$ cat src/rtl/host_bridge_pkg.sv
// host_pkg: shared types and constants for the host bridge.
//   ctl_code_t     - command opcode type
//   CMD_LONG_BIT   - opcode bit that marks a 5-byte (long) command
//   CMD_*          - opcodes the bridge or its neighbours care about
//   ID_STRING      - ID reply, sent least significant byte first ("1ALS")
//   rx_state_t     - receive FSM states
//   tx_state_t     - transmit FSM states
//   lowest_lane()  - index of the lowest set bit in a 4-bit keep mask
package host_pkg;

    typedef logic [7:0] ctl_code_t;

    localparam int          CMD_LONG_BIT = 7;
    localparam ctl_code_t   CMD_RESET    = 8'h00;
    localparam ctl_code_t   CMD_RUN      = 8'h01;
    localparam ctl_code_t   CMD_ID       = 8'h02;
    localparam logic [31:0] ID_STRING    = 32'h534C4131;

    typedef enum logic {
        RX_IDLE,
        RX_ARG
    } rx_state_t;

    typedef enum logic [1:0] {
        TX_IDLE,
        TX_WORD,
        TX_ID
    } tx_state_t;

    // Returns 0 for an empty mask; callers only use it while a bit is set.
    function automatic logic [1:0] lowest_lane(input logic [3:0] keep);
        lowest_lane = 2'd0;
        for (int i = 3; i >= 0; i--) begin
            if (keep[i]) begin
                lowest_lane = 2'(i);
            end
        end
    endfunction

endpackage

$ cat src/rtl/host_bridge_if.sv
// host_bridge_if: every stream and control signal around the host bridge.
//   str_rxd_*  - host byte stream from the UART receiver
//   ctl_*      - decoded command strobe towards the core
//   err_timeout- aborted long command pulse
//   mem_*      - sample word stream from the memory read path
//   str_txd_*  - byte stream to the UART transmitter
// Modports: master = the bridge itself, slave = its surroundings.
interface host_bridge_if
    import host_pkg::*;
#(
    parameter int MDW = 32
);

    logic             str_rxd_tvalid;
    logic [7:0]       str_rxd_tdata;
    logic             str_rxd_tready;

    ctl_code_t        ctl_code;
    logic [31:0]      ctl_data;
    logic             ctl_valid;
    logic             err_timeout;

    logic             mem_tvalid;
    logic [MDW-1:0]   mem_tdata;
    logic [MDW/8-1:0] mem_tkeep;
    logic             mem_tready;

    logic             str_txd_tvalid;
    logic [7:0]       str_txd_tdata;
    logic             str_txd_tready;

    modport master (
        input  str_rxd_tvalid, str_rxd_tdata,
        output str_rxd_tready,
        output ctl_code, ctl_data, ctl_valid, err_timeout,
        input  mem_tvalid, mem_tdata, mem_tkeep,
        output mem_tready,
        output str_txd_tvalid, str_txd_tdata,
        input  str_txd_tready
    );

    modport slave (
        output str_rxd_tvalid, str_rxd_tdata,
        input  str_rxd_tready,
        input  ctl_code, ctl_data, ctl_valid, err_timeout,
        output mem_tvalid, mem_tdata, mem_tkeep,
        input  mem_tready,
        input  str_txd_tvalid, str_txd_tdata,
        output str_txd_tready
    );

endinterface

$ cat src/rtl/host_bridge_cmd_rx.sv
// host_cmd_rx: assembles host bytes into SUMP short/long commands.
//   clk, rst     - clock, asynchronous active-high reset
//   rxd_valid    - host byte present this cycle (always accepted)
//   rxd_data     - host byte
//   ctl_code     - opcode of the last completed command
//   ctl_data     - argument of the last completed command (0 for short ones)
//   ctl_valid    - one-cycle strobe, the cycle after the final byte
//   err_timeout  - one-cycle pulse when a partial long command is dropped
//   id_req       - combinational: a short ID opcode is being accepted now
module host_cmd_rx
    import host_pkg::*;
#(
    parameter int TMO = 50_000
) (
    input  logic        clk,
    input  logic        rst,
    input  logic        rxd_valid,
    input  logic [7:0]  rxd_data,
    output ctl_code_t   ctl_code,
    output logic [31:0] ctl_data,
    output logic        ctl_valid,
    output logic        err_timeout,
    output logic        id_req
);

    localparam int CW = $clog2(TMO);
    // The abort edge is taken one count early so err_timeout, being
    // registered, lands exactly TMO cycles after the last byte.
    localparam logic [CW-1:0] TMO_LAST = CW'(TMO - 2);

    rx_state_t     state, state_next;
    logic [1:0]    n, n_next;
    logic [CW-1:0] idle_cnt, idle_cnt_next;
    ctl_code_t     op, op_next;
    logic [23:0]   arg, arg_next;
    ctl_code_t     code_next;
    logic [31:0]   data_next;
    logic          valid_next;
    logic          tmo_next;

    always_ff @(posedge clk or posedge rst) begin
        if (rst) begin
            state       <= RX_IDLE;
            n           <= 2'd0;
            idle_cnt    <= '0;
            op          <= '0;
            arg         <= '0;
            ctl_code    <= '0;
            ctl_data    <= '0;
            ctl_valid   <= 1'b0;
            err_timeout <= 1'b0;
        end else begin
            state       <= state_next;
            n           <= n_next;
            idle_cnt    <= idle_cnt_next;
            op          <= op_next;
            arg         <= arg_next;
            ctl_code    <= code_next;
            ctl_data    <= data_next;
            ctl_valid   <= valid_next;
            err_timeout <= tmo_next;
        end
    end

    // Argument bytes shift in from the top, so after three bytes arg holds
    // them little-endian and the fourth byte simply tops the word off.
    always_comb begin
        state_next    = state;
        n_next        = n;
        idle_cnt_next = idle_cnt;
        op_next       = op;
        arg_next      = arg;
        code_next     = ctl_code;
        data_next     = ctl_data;
        valid_next    = 1'b0;
        tmo_next      = 1'b0;
        id_req        = 1'b0;

        case (state)
            RX_IDLE: begin
                if (rxd_valid) begin
                    if (rxd_data[CMD_LONG_BIT]) begin
                        op_next       = rxd_data;
                        n_next        = 2'd0;
                        idle_cnt_next = '0;
                        state_next    = RX_ARG;
                    end else begin
                        code_next  = rxd_data;
                        data_next  = 32'h0;
                        valid_next = 1'b1;
                        id_req     = (rxd_data == CMD_ID);
                    end
                end
            end
            RX_ARG: begin
                if (rxd_valid) begin
                    idle_cnt_next = '0;
                    if (n == 2'd3) begin
                        code_next  = op;
                        data_next  = {rxd_data, arg};
                        valid_next = 1'b1;
                        state_next = RX_IDLE;
                    end else begin
                        arg_next = {rxd_data, arg[23:8]};
                        n_next   = n + 2'd1;
                    end
                end else if (idle_cnt == TMO_LAST) begin
                    tmo_next   = 1'b1;
                    state_next = RX_IDLE;
                end else begin
                    idle_cnt_next = idle_cnt + CW'(1);
                end
            end
            default: state_next = RX_IDLE;
        endcase
    end

endmodule

$ cat src/rtl/host_bridge.sv
// host_bridge: joins the UART byte streams to the analyzer control and
// memory paths. Commands are decoded by host_cmd_rx; this level serializes
// sample words into bytes (skipping disabled lanes) and answers the ID query.
//   clk, rst - clock, asynchronous active-high reset
//   bus      - host_bridge_if master: str_rxd_*, ctl_*, err_timeout,
//              mem_*, str_txd_*
// MDW must be 32: the byte serializer assumes four lanes.
module host_bridge
    import host_pkg::*;
#(
    parameter int MDW = 32,
    parameter int TMO = 50_000
) (
    input  logic          clk,
    input  logic          rst,
    host_bridge_if.master bus
);

    logic id_req;

    // The UART receiver cannot be back-pressured, so RX never stalls.
    assign bus.str_rxd_tready = 1'b1;

    host_cmd_rx #(
        .TMO (TMO)
    ) u_cmd_rx (
        .clk         (clk),
        .rst         (rst),
        .rxd_valid   (bus.str_rxd_tvalid),
        .rxd_data    (bus.str_rxd_tdata),
        .ctl_code    (bus.ctl_code),
        .ctl_data    (bus.ctl_data),
        .ctl_valid   (bus.ctl_valid),
        .err_timeout (bus.err_timeout),
        .id_req      (id_req)
    );

    tx_state_t        tx_state, tx_next;
    logic [MDW-1:0]   word;
    logic [MDW/8-1:0] mask, mask_next;
    logic [1:0]       id_idx, id_idx_next;
    logic             id_pend, id_pend_next;
    logic             mem_ready, mem_ready_next;
    logic             txd_valid;
    logic [7:0]       txd_data;
    logic [1:0]       lane;
    logic [3:0]       lane_bit;
    logic             mem_hs;
    logic             txd_hs;

    assign lane     = lowest_lane(mask);
    assign lane_bit = 4'b0001 << lane;
    assign mem_hs   = bus.mem_tvalid && mem_ready;
    assign txd_hs   = txd_valid && bus.str_txd_tready;

    assign bus.mem_tready     = mem_ready;
    assign bus.str_txd_tvalid = txd_valid;
    assign bus.str_txd_tdata  = txd_data;

    always_ff @(posedge clk or posedge rst) begin
        if (rst) begin
            tx_state  <= TX_IDLE;
            word      <= '0;
            mask      <= '0;
            id_idx    <= 2'd0;
            id_pend   <= 1'b0;
            mem_ready <= 1'b0;
        end else begin
            tx_state  <= tx_next;
            mask      <= mask_next;
            id_idx    <= id_idx_next;
            id_pend   <= id_pend_next;
            mem_ready <= mem_ready_next;
            if (tx_state == TX_IDLE && mem_hs) begin
                word <= bus.mem_tdata;
            end
        end
    end

    // The pending ID outranks a waiting word. Presented data only moves on a
    // txd handshake, which keeps the byte stable while the UART stalls.
    // mem_tready is registered from next-cycle values so it equals
    // "TX idle and no ID pending" yet still reads 0 in reset.
    always_comb begin
        tx_next      = tx_state;
        mask_next    = mask;
        id_idx_next  = id_idx;
        id_pend_next = id_pend | id_req;
        txd_valid    = 1'b0;
        txd_data     = 8'h00;

        case (tx_state)
            TX_IDLE: begin
                if (id_pend) begin
                    tx_next      = TX_ID;
                    id_idx_next  = 2'd0;
                    id_pend_next = id_req;
                end else if (mem_hs) begin
                    mask_next = bus.mem_tkeep;
                    if (bus.mem_tkeep != '0) begin
                        tx_next = TX_WORD;
                    end
                end
            end
            TX_WORD: begin
                txd_valid = 1'b1;
                txd_data  = word[8*lane +: 8];
                if (txd_hs) begin
                    mask_next = mask & ~lane_bit;
                    if ((mask & ~lane_bit) == 4'b0000) begin
                        tx_next = TX_IDLE;
                    end
                end
            end
            TX_ID: begin
                txd_valid = 1'b1;
                txd_data  = ID_STRING[8*id_idx +: 8];
                if (txd_hs) begin
                    id_idx_next = id_idx + 2'd1;
                    if (id_idx == 2'd3) begin
                        tx_next = TX_IDLE;
                    end
                end
            end
            default: tx_next = TX_IDLE;
        endcase

        mem_ready_next = (tx_next == TX_IDLE) && !id_pend_next;
    end

endmodule
$ cat src/flat_wrapper.sv
// flat-port wrapper written by rule: the top's interface ports become plain ports
module host_bridge_flat import host_pkg::*;
#(
    parameter int MDW = 32,
    parameter int TMO = 50_000
)
  (clk, rst, bus_str_rxd_tvalid, bus_str_rxd_tdata, bus_str_rxd_tready, bus_ctl_code, bus_ctl_data, bus_ctl_valid, bus_err_timeout, bus_mem_tvalid, bus_mem_tdata, bus_mem_tkeep, bus_mem_tready, bus_str_txd_tvalid, bus_str_txd_tdata, bus_str_txd_tready);
  host_bridge_if #(.MDW(MDW)) bus_i ();
  input  logic clk;
  input  logic rst;
  input wire logic [$bits(bus_i.str_rxd_tvalid)-1:0] bus_str_rxd_tvalid;
  input wire logic [$bits(bus_i.str_rxd_tdata)-1:0] bus_str_rxd_tdata;
  output wire logic [$bits(bus_i.str_rxd_tready)-1:0] bus_str_rxd_tready;
  output wire logic [$bits(bus_i.ctl_code)-1:0] bus_ctl_code;
  output wire logic [$bits(bus_i.ctl_data)-1:0] bus_ctl_data;
  output wire logic [$bits(bus_i.ctl_valid)-1:0] bus_ctl_valid;
  output wire logic [$bits(bus_i.err_timeout)-1:0] bus_err_timeout;
  input wire logic [$bits(bus_i.mem_tvalid)-1:0] bus_mem_tvalid;
  input wire logic [$bits(bus_i.mem_tdata)-1:0] bus_mem_tdata;
  input wire logic [$bits(bus_i.mem_tkeep)-1:0] bus_mem_tkeep;
  output wire logic [$bits(bus_i.mem_tready)-1:0] bus_mem_tready;
  output wire logic [$bits(bus_i.str_txd_tvalid)-1:0] bus_str_txd_tvalid;
  output wire logic [$bits(bus_i.str_txd_tdata)-1:0] bus_str_txd_tdata;
  input wire logic [$bits(bus_i.str_txd_tready)-1:0] bus_str_txd_tready;
  assign bus_i.str_rxd_tvalid = bus_str_rxd_tvalid;
  assign bus_i.str_rxd_tdata = bus_str_rxd_tdata;
  assign bus_str_rxd_tready = bus_i.str_rxd_tready;
  assign bus_ctl_code = bus_i.ctl_code;
  assign bus_ctl_data = bus_i.ctl_data;
  assign bus_ctl_valid = bus_i.ctl_valid;
  assign bus_err_timeout = bus_i.err_timeout;
  assign bus_i.mem_tvalid = bus_mem_tvalid;
  assign bus_i.mem_tdata = bus_mem_tdata;
  assign bus_i.mem_tkeep = bus_mem_tkeep;
  assign bus_mem_tready = bus_i.mem_tready;
  assign bus_str_txd_tvalid = bus_i.str_txd_tvalid;
  assign bus_str_txd_tdata = bus_i.str_txd_tdata;
  assign bus_i.str_txd_tready = bus_str_txd_tready;
  host_bridge #(.MDW(MDW), .TMO(TMO)) u_core (.clk(clk), .rst(rst), .bus(bus_i));
endmodule
$ cat config.mk
export PLATFORM = sky130hd
export DESIGN_NAME = host_bridge_flat
export DESIGN_NICKNAME = d
export VERILOG_FILES = /design/src/rtl/host_bridge_pkg.sv /design/src/rtl/host_bridge_if.sv /design/src/rtl/host_bridge_cmd_rx.sv /design/src/rtl/host_bridge.sv /design/src/flat_wrapper.sv
export SDC_FILE = /design/constraint.sdc
export NUM_CORES = 1
export LEC_CHECK = 0
export ABC_AREA = 1
export CORE_ASPECT_RATIO = 0.9
export CORE_MARGIN = 2
export CORE_UTILIZATION = 39
export CTS_BUF_LIST = sky130_fd_sc_hd__clkbuf_16
export DETAILED_ROUTE_END_ITERATION = 8
export GPL_TIMING_DRIVEN = 0
export PLACE_DENSITY_LB_ADDON = 0.15
export SYNTH_ARGS = -nofsm -noshare
export SYNTH_HDL_FRONTEND = slang
export SYNTH_SLANG_ARGS = --single-unit
$ cat constraint.sdc
create_clock -name clk -period 4.8 [get_ports clk]
set_input_delay 0.48 -clock clk [delete_from_list [all_inputs] [get_ports clk]]
set_output_delay 0.48 -clock clk [all_outputs]
set_load 0.02 [all_outputs]
==> results of run 1 <==
-- worst min-delay path, cell delays in order, from the launching register on --
cell	delay (ps)
dfrtp_1	320
inv_1	40
o21ai_0	60
-- worst paths after layout --
path,endpoint,slack [ps],depth (start not counted)
worst max register to register,u_core.u_cmd_rx.ctl_data[9]$_DFFE_PP0P_,2980,7
worst min register to register,u_core.u_cmd_rx.op[7]$_DFFE_PP0P_,450,2
min in group asynchronous,u_core.u_cmd_rx.ctl_code[5]$_DFFE_PP0P_,540,2
max in group asynchronous,u_core.word[6]$_DFFE_PP0P_,3520,3
worst max-delay path,bus_str_txd_tdata[4],1790,8
worst min-delay path,u_core.u_cmd_rx.op[7]$_DFFE_PP0P_,450,2
-- metal layers --
metal	wire length [um]	track usage, %	vias up
met5	0	0	-
met4	216	7.07	0
met3	942	4.03	20
met2	7690	32.2	144
met1	7680	27.4	2679
li1	-	-	2656
-- final cells by class --
type | count | area share, %
Timing Repair Buffer | 101 | 12.3
Clock buffer | 17 | 5.10
Multi-Input combinational cell | 496 | 31.0
Sequential cell | 135 | 40.5
Clock inverter | 15 | 2.47
Inverter | 73 | 3.37
Tap cell | 207 | 3.10
Buffer | 32 | 2.13
-- report_power, final --
| part | internal, W | switching (W) | leakage (nW) |
|---|---|---|---|
| registers | 0.00153 | 0.000212 | 1.71 |
| clock network | 0.000840 | 0.000554 | 0.306 |
| logic | 0.000685 | 0.000942 | 1.93 |
| total | 0.00305 | 0.00171 | 3.95 |
-- Yosys cell counts (all sizes together) (6+ instances only) --
master	n
nand2	185
dfrtp	135
o21ai	107
inv	73
nand3	54
nor2	53
buf	26
mux2	23
a21oi	16
ha	12
nand4	9
a31oi	8
o211ai	8
clkbuf	6
-- placed cells by master, fill, tap and decap left out, types with 7 or more instances in the layout --
master / count
clkdlybuf4s50_1: 100
dfrtp_1: 135
o21ai_0: 89
inv_6: 7
clkbuf_16: 17
buf_2: 19
nor2_1: 51
a31oi_1: 8
inv_1: 66
a21oi_1: 15
nand2_1: 181
o211ai_1: 8
o21ai_1: 13
mux2_2: 23
nand4_1: 9
ha_1: 12
nand3_1: 54
-- state kept, by name (all words and copies together), names as in the netlist --
register and flops:
u_core.bus.mem_tready 1, u_core.u_cmd_rx.idle_cnt 16, u_core.mask 4, u_core.u_cmd_rx.op 8, u_core.u_cmd_rx.arg 24, u_core.u_cmd_rx.ctl_valid 1, u_core.u_cmd_rx.err_timeout 1, u_core.tx_state 2
u_core.id_idx 2, u_core.id_pend 1, u_core.word 32, u_core.u_cmd_rx.n 2, u_core.u_cmd_rx.ctl_data 32, u_core.u_cmd_rx.ctl_code 8, u_core.u_cmd_rx.state 1
-- metrics by stage --
step                      worst slack (ps)  hold WS [ps]  instance area [sq um]
after detailed placement              2230           442                   7710
final                                 1790           449                   8340
after global routing                  1590           485                   8340
after CTS                             1770           456                   8340
after floorplan                        709           424                   6420
after global placement               -1200           440                   7680
-- logic make-up (layout without fill, tap and decap cells) --
family | Yosys count | in the layout
AO/OA/AOI/OAI | 145 | 145
buffers and inverters | 105 | 238
multiplexers | 23 | 23
AND/OR/NAND/NOR | 311 | 311
adder cells (fa/ha/maj) | 12 | 12
XOR/XNOR | 4 | 4
flip-flops | 135 | 135
other | 1 | 1
==> out/qor.txt, run 1 <==
WL final = 16.5 mm
Core area = 16100 sq um
Post-synthesis simple-gate area fraction = 20.9%
Final period util = 62.8%
Post-Synth XOR/XNOR Area = 0.546%
Ant. Diodes = 0
EDFF count, synth = 0
Layout cell share with drive strength beyond 1 = 11.9%
Top post-synthesis cells by area = dfrtp_1 53%, nand2_1 11%, o21ai_0 6.9%
Worst path top cell family by delay = simple AND/OR/NAND/NOR gates
Largest vdd supply drop = 292 uV
Worst-margin pin slew = 690 ps
Htree depth = 4
Crit-path slowest cell = clkdlybuf4s50_1
Vias = 5499
IO buf count = 100
Hold Path Class = reg2reg
Number of I/O pins = 102
Status = complete, no violations
DRC Markers = 0
Wirelength per Cell = 15.4 um
Critical Path Max Stage Delay = 650 ps
Main combinational cell family by area after synthesis = simple AND/OR/NAND/NOR gates
Layout area overhead = 30.0%
Total gr overflow = 0
Clk root buf = clkbuf_16
Fin. Hold Viols = 0
Final setup vio count = 0
Leakage = 3.95 nW
Prevailing post-synth register cell = dfrtp_1
Vias/cell = 5.11
Mux cell area share after synthesis = 4.03%
CP startpoint = u_core.mask[1]$_DFFE_PP0P_
Area of the multi-input gates = 2590 sq um
Pwr Total = 0.00476 W
Initial antenna violation count = 0
Worst r2r src = u_core.u_cmd_rx.n[0]$_DFFE_PP0P_
Share of the core filled with cells = 51.7%
Setup Skew = 7.18 ps
Die Y = 126 um
CP Cell Sequence = nor2_1 -> o21ai_2 -> nor2_2 -> nand2_1 -> nand3_1 -> nand2_1 -> o21ai_0 -> clkdlybuf4s50_1
RSZ-0062 raised after global routing = false
Crit-path max FO = 9
CP most frequent cell = nand2_1
Clock sinks = 135
Vias in the first global route = 5668
CP Capture Type = primary output
Placed Cells = 1044
Starting Density = 39.8%
Syn Area/Cell = 8.72 sq um
Fin cells = 1076
CTS buffer count = 17
Nets@finish = 917
Clock slew at reported path FFs = 60 ps
Post-DRT Antenna Nets = 0
Hpwl dp = 11.9 mm
Initial DRC count = 328
Hold-fix buffers at CTS = 0
Pwr dens = 571 nW/um^2
Top cell type's share of synthesized area = 52.6%
Fmax achieved = 332 MHz
1st-pass router iterations = 5
Yosys reg bits = 135
Max-slew violation count = 0
Critical Path AT = 2530 ps
First-pass GRT wire length = 28.3 mm
GRT Resource Usage Total = 20.1%
Syn nets = 797
Largest area contributor in the netlist = dfrtp_1
Largest net degree at the start of global routing = 76
Fill cell count = 1524
Synth unique cells = 39
Slew HR = 54.0%
Worst-Skew Late Latency = 420 ps
Clock tree buffer depth = 2
Seq/Total Area, Yosys = 52.6%
Critical path start-end classification = reg2out
Ys Warns = 0
Hold_sp = u_core.u_cmd_rx.op[7]$_DFFE_PP0P_
Startpoint types = flop
Rows = 44
Die area = 17500 sq um
Syn Inst Count = 736
# Post-CTS Setup Buffers = 0
Routability congestion estimate = 0.848
CTS tree = done
Setup TNS = 0 ps
Synth async-reset ratio = 100%
Storage cell area = 3380 sq um
Synth Area in Adders = 2.34%
Netlist Area Pre-Place = 6420 sq um
Synth Area in Compound Gates = 12.5%
Crit path required time = 4320 ps
Fin crit period = 3010 ps
CTS resizes = 0
Maximum capacitance violations = 0
Die Wd = 139 um
WP buf/inv = 1
Note: power is estimated with default switching activity, not from simulation.
==> inputs of run 2 (changes only) <==
==> constraint.sdc (replaced) <==
create_clock -name clk -period 2.5 [get_ports clk]
set_input_delay 0.25 -clock clk [delete_from_list [all_inputs] [get_ports clk]]
set_output_delay 0.25 -clock clk [all_outputs]
set_load 0.02 [all_outputs]
==> out/qor.txt, run 2 (synthesis results as in run 1) <==
Hold-fix buffers at CTS = 0
Clk root buf = clkbuf_16
Ant. Diodes = 0
Final period util = 94.5%
Setup Skew = 7.98 ps
Wirelength per Cell = 15.6 um
Worst r2r src = u_core.u_cmd_rx.n[0]$_DFFE_PP0P_
Leakage = 3.94 nW
Die area = 17500 sq um
1st-pass router iterations = 5
Layout cell share with drive strength beyond 1 = 12.8%
Number of I/O pins = 102
Largest regs = u_core.u_cmd_rx.ctl_data x32, u_core.word x32, u_core.u_cmd_rx.arg x24
Total gr overflow = 0
Die Y = 126 um
Nets@finish = 919
Fin crit period = 2360 ps
Post-DRT Antenna Nets = 0
Hpwl dp = 12.2 mm
Crit path required time = 2250 ps
Largest net degree at the start of global routing = 40
Vias = 5499
CP Capture Type = primary output
Reg-to-reg setup timing slack = 670 ps
Worst setup margin = 138 ps
Slew HR = 41.8%
RSZ-0062 raised after global routing = true
Vias in the first global route = 5456
Clock tree buffer depth = 2
Max-slew violation count = 0
Hold Path Class = in2async
CTS buffer count = 17
Die Wd = 139 um
Final setup vio count = 0
WL final = 16.8 mm
CTS tree = done
Crit-path max FO = 5
Vias/cell = 5.11
Pwr dens = 1070 nW/um^2
Rows = 44
Startpoint types = flop
Status = complete, no violations
First-pass GRT wire length = 27.6 mm
Crit Reg-Reg Endpoint = u_core.u_cmd_rx.ctl_data[15]$_DFFE_PP0P_
Starting Density = 39.8%
R2r worst-path depth = 7
Clock sinks = 135
Critical path start-end classification = reg2out
Layout area overhead = 29.2%
Clock slew at reported path FFs = 60 ps
Worst-margin pin slew = 871 ps
Largest vdd supply drop = 594 uV
Initial antenna violation count = 0
Htree depth = 4
DRC Markers = 0
Post-place setup slack = 193 ps
Setup TNS = 0 ps
Fin. Hold Viols = 0
Share of the core filled with cells = 51.4%
Critical Path AT = 2110 ps
Initial DRC count = 321
Fmax achieved = 423 MHz
Routability congestion estimate = 0.901
Most common cell after layout, fill and taps aside = nand2_1
Most frequent cells in the layout = 180 x nand2_1, 135 x dfrtp_1, 92 x clkdlybuf4s50_1
IO buf count = 100
Worst-Skew Late Latency = 430 ps
Maximum capacitance violations = 0
GRT Resource Usage Total = 19.7%
# Post-CTS Setup Buffers = 0
Core area = 16100 sq um
==> run 2: per-layer routing <==
layer | vias up | share of wire, % | track usage, %
met5 | - | 0 | 0
met4 | 0 | 1.9 | 6.65
met3 | 23 | 6.3 | 4.83
met2 | 170 | 46 | 30.7
met1 | 2653 | 46 | 27.1
li1 | 2653 | - | -
==> run 2: area by class of cell <==
cell class	instances	area (sq um)
Tap cell	207	259
Inverter	73	280
Buffer	32	180
Clock inverter	14	138
Multi-Input combinational cell	496	2600
Clock buffer	17	425
Timing Repair Buffer	103	1030
Fill cell	1513	7840
Sequential cell	135	3380
==> run 2: what timing repair did <==
| item | 4_1_cts | 5_1_grt |
|---|---|---|
| cloned | 0 | 0 |
| gates resized for setup | 9 | 17 |
| setup endpoints to repair | 8 | 8 |
| pin swaps | 0 | 3 |
==> run 2: critical path, stage by stage, from the launching register on <==
cell           delay (ps)
dfrtp_1               410
inv_1                  90
ha_2                  390
nand2_1               110
or2_2                 280
nand2_1                90
dlygate4sd2_1         330
==> run 2: worst max-delay path by stage <==
stage / endpoint / cells after the start / slack (ps) / startpoint
after floorplan: u_core.bus.mem_tready$_DFF_PP0_ / 1 / 570 / rst
after global placement: u_core.u_cmd_rx.ctl_data[24]$_DFFE_PP0P_ / 2 / -680 / rst
after detailed placement: bus_str_txd_tdata[0] / 8 / 190 / u_core.mask[0]$_DFFE_PP0P_
after CTS: bus_str_txd_tdata[5] / 10 / 20 / u_core.mask[2]$_DFFE_PP0P_
after global routing: bus_str_txd_tdata[3] / 10 / -0.5 / u_core.mask[2]$_DFFE_PP0P_
final: bus_str_txd_tdata[6] / 6 / 140 / u_core.tx_state[1]$_DFF_PP0_
==> run 2: stage by stage <==
stage	area [sq um]	hold slack, ps	std cells	total power (W)
after CTS	8300	389	1077	0.00893
after global placement	7680	442	1043	0.00641
after floorplan	6420	367	736	0.00524
after global routing	8290	403	1077	0.00947
after detailed placement	7740	445	1046	0.00651
final	8290	351	1077	0.00889
==> run 2: report_power, final <==
part	switching, W	internal [W]	total, W
clock network	0.00103	0.00139	0.00242
registers	0.000413	0.00294	0.00335
logic	0.00182	0.00130	0.00312
==> inputs of run 3 (changes only) <==
--- a/config.mk
+++ b/config.mk
@@ -10,6 +10,7 @@
 export CORE_MARGIN = 2
 export CORE_UTILIZATION = 39
 export CTS_BUF_LIST = sky130_fd_sc_hd__clkbuf_16
+export CTS_CLUSTER_DIAMETER = 80
 export DETAILED_ROUTE_END_ITERATION = 8
 export GPL_TIMING_DRIVEN = 0
 export PLACE_DENSITY_LB_ADDON = 0.15
==> results of run 3 <==
Same layout as run 2: the final DEF is identical, and so are final timing and power.
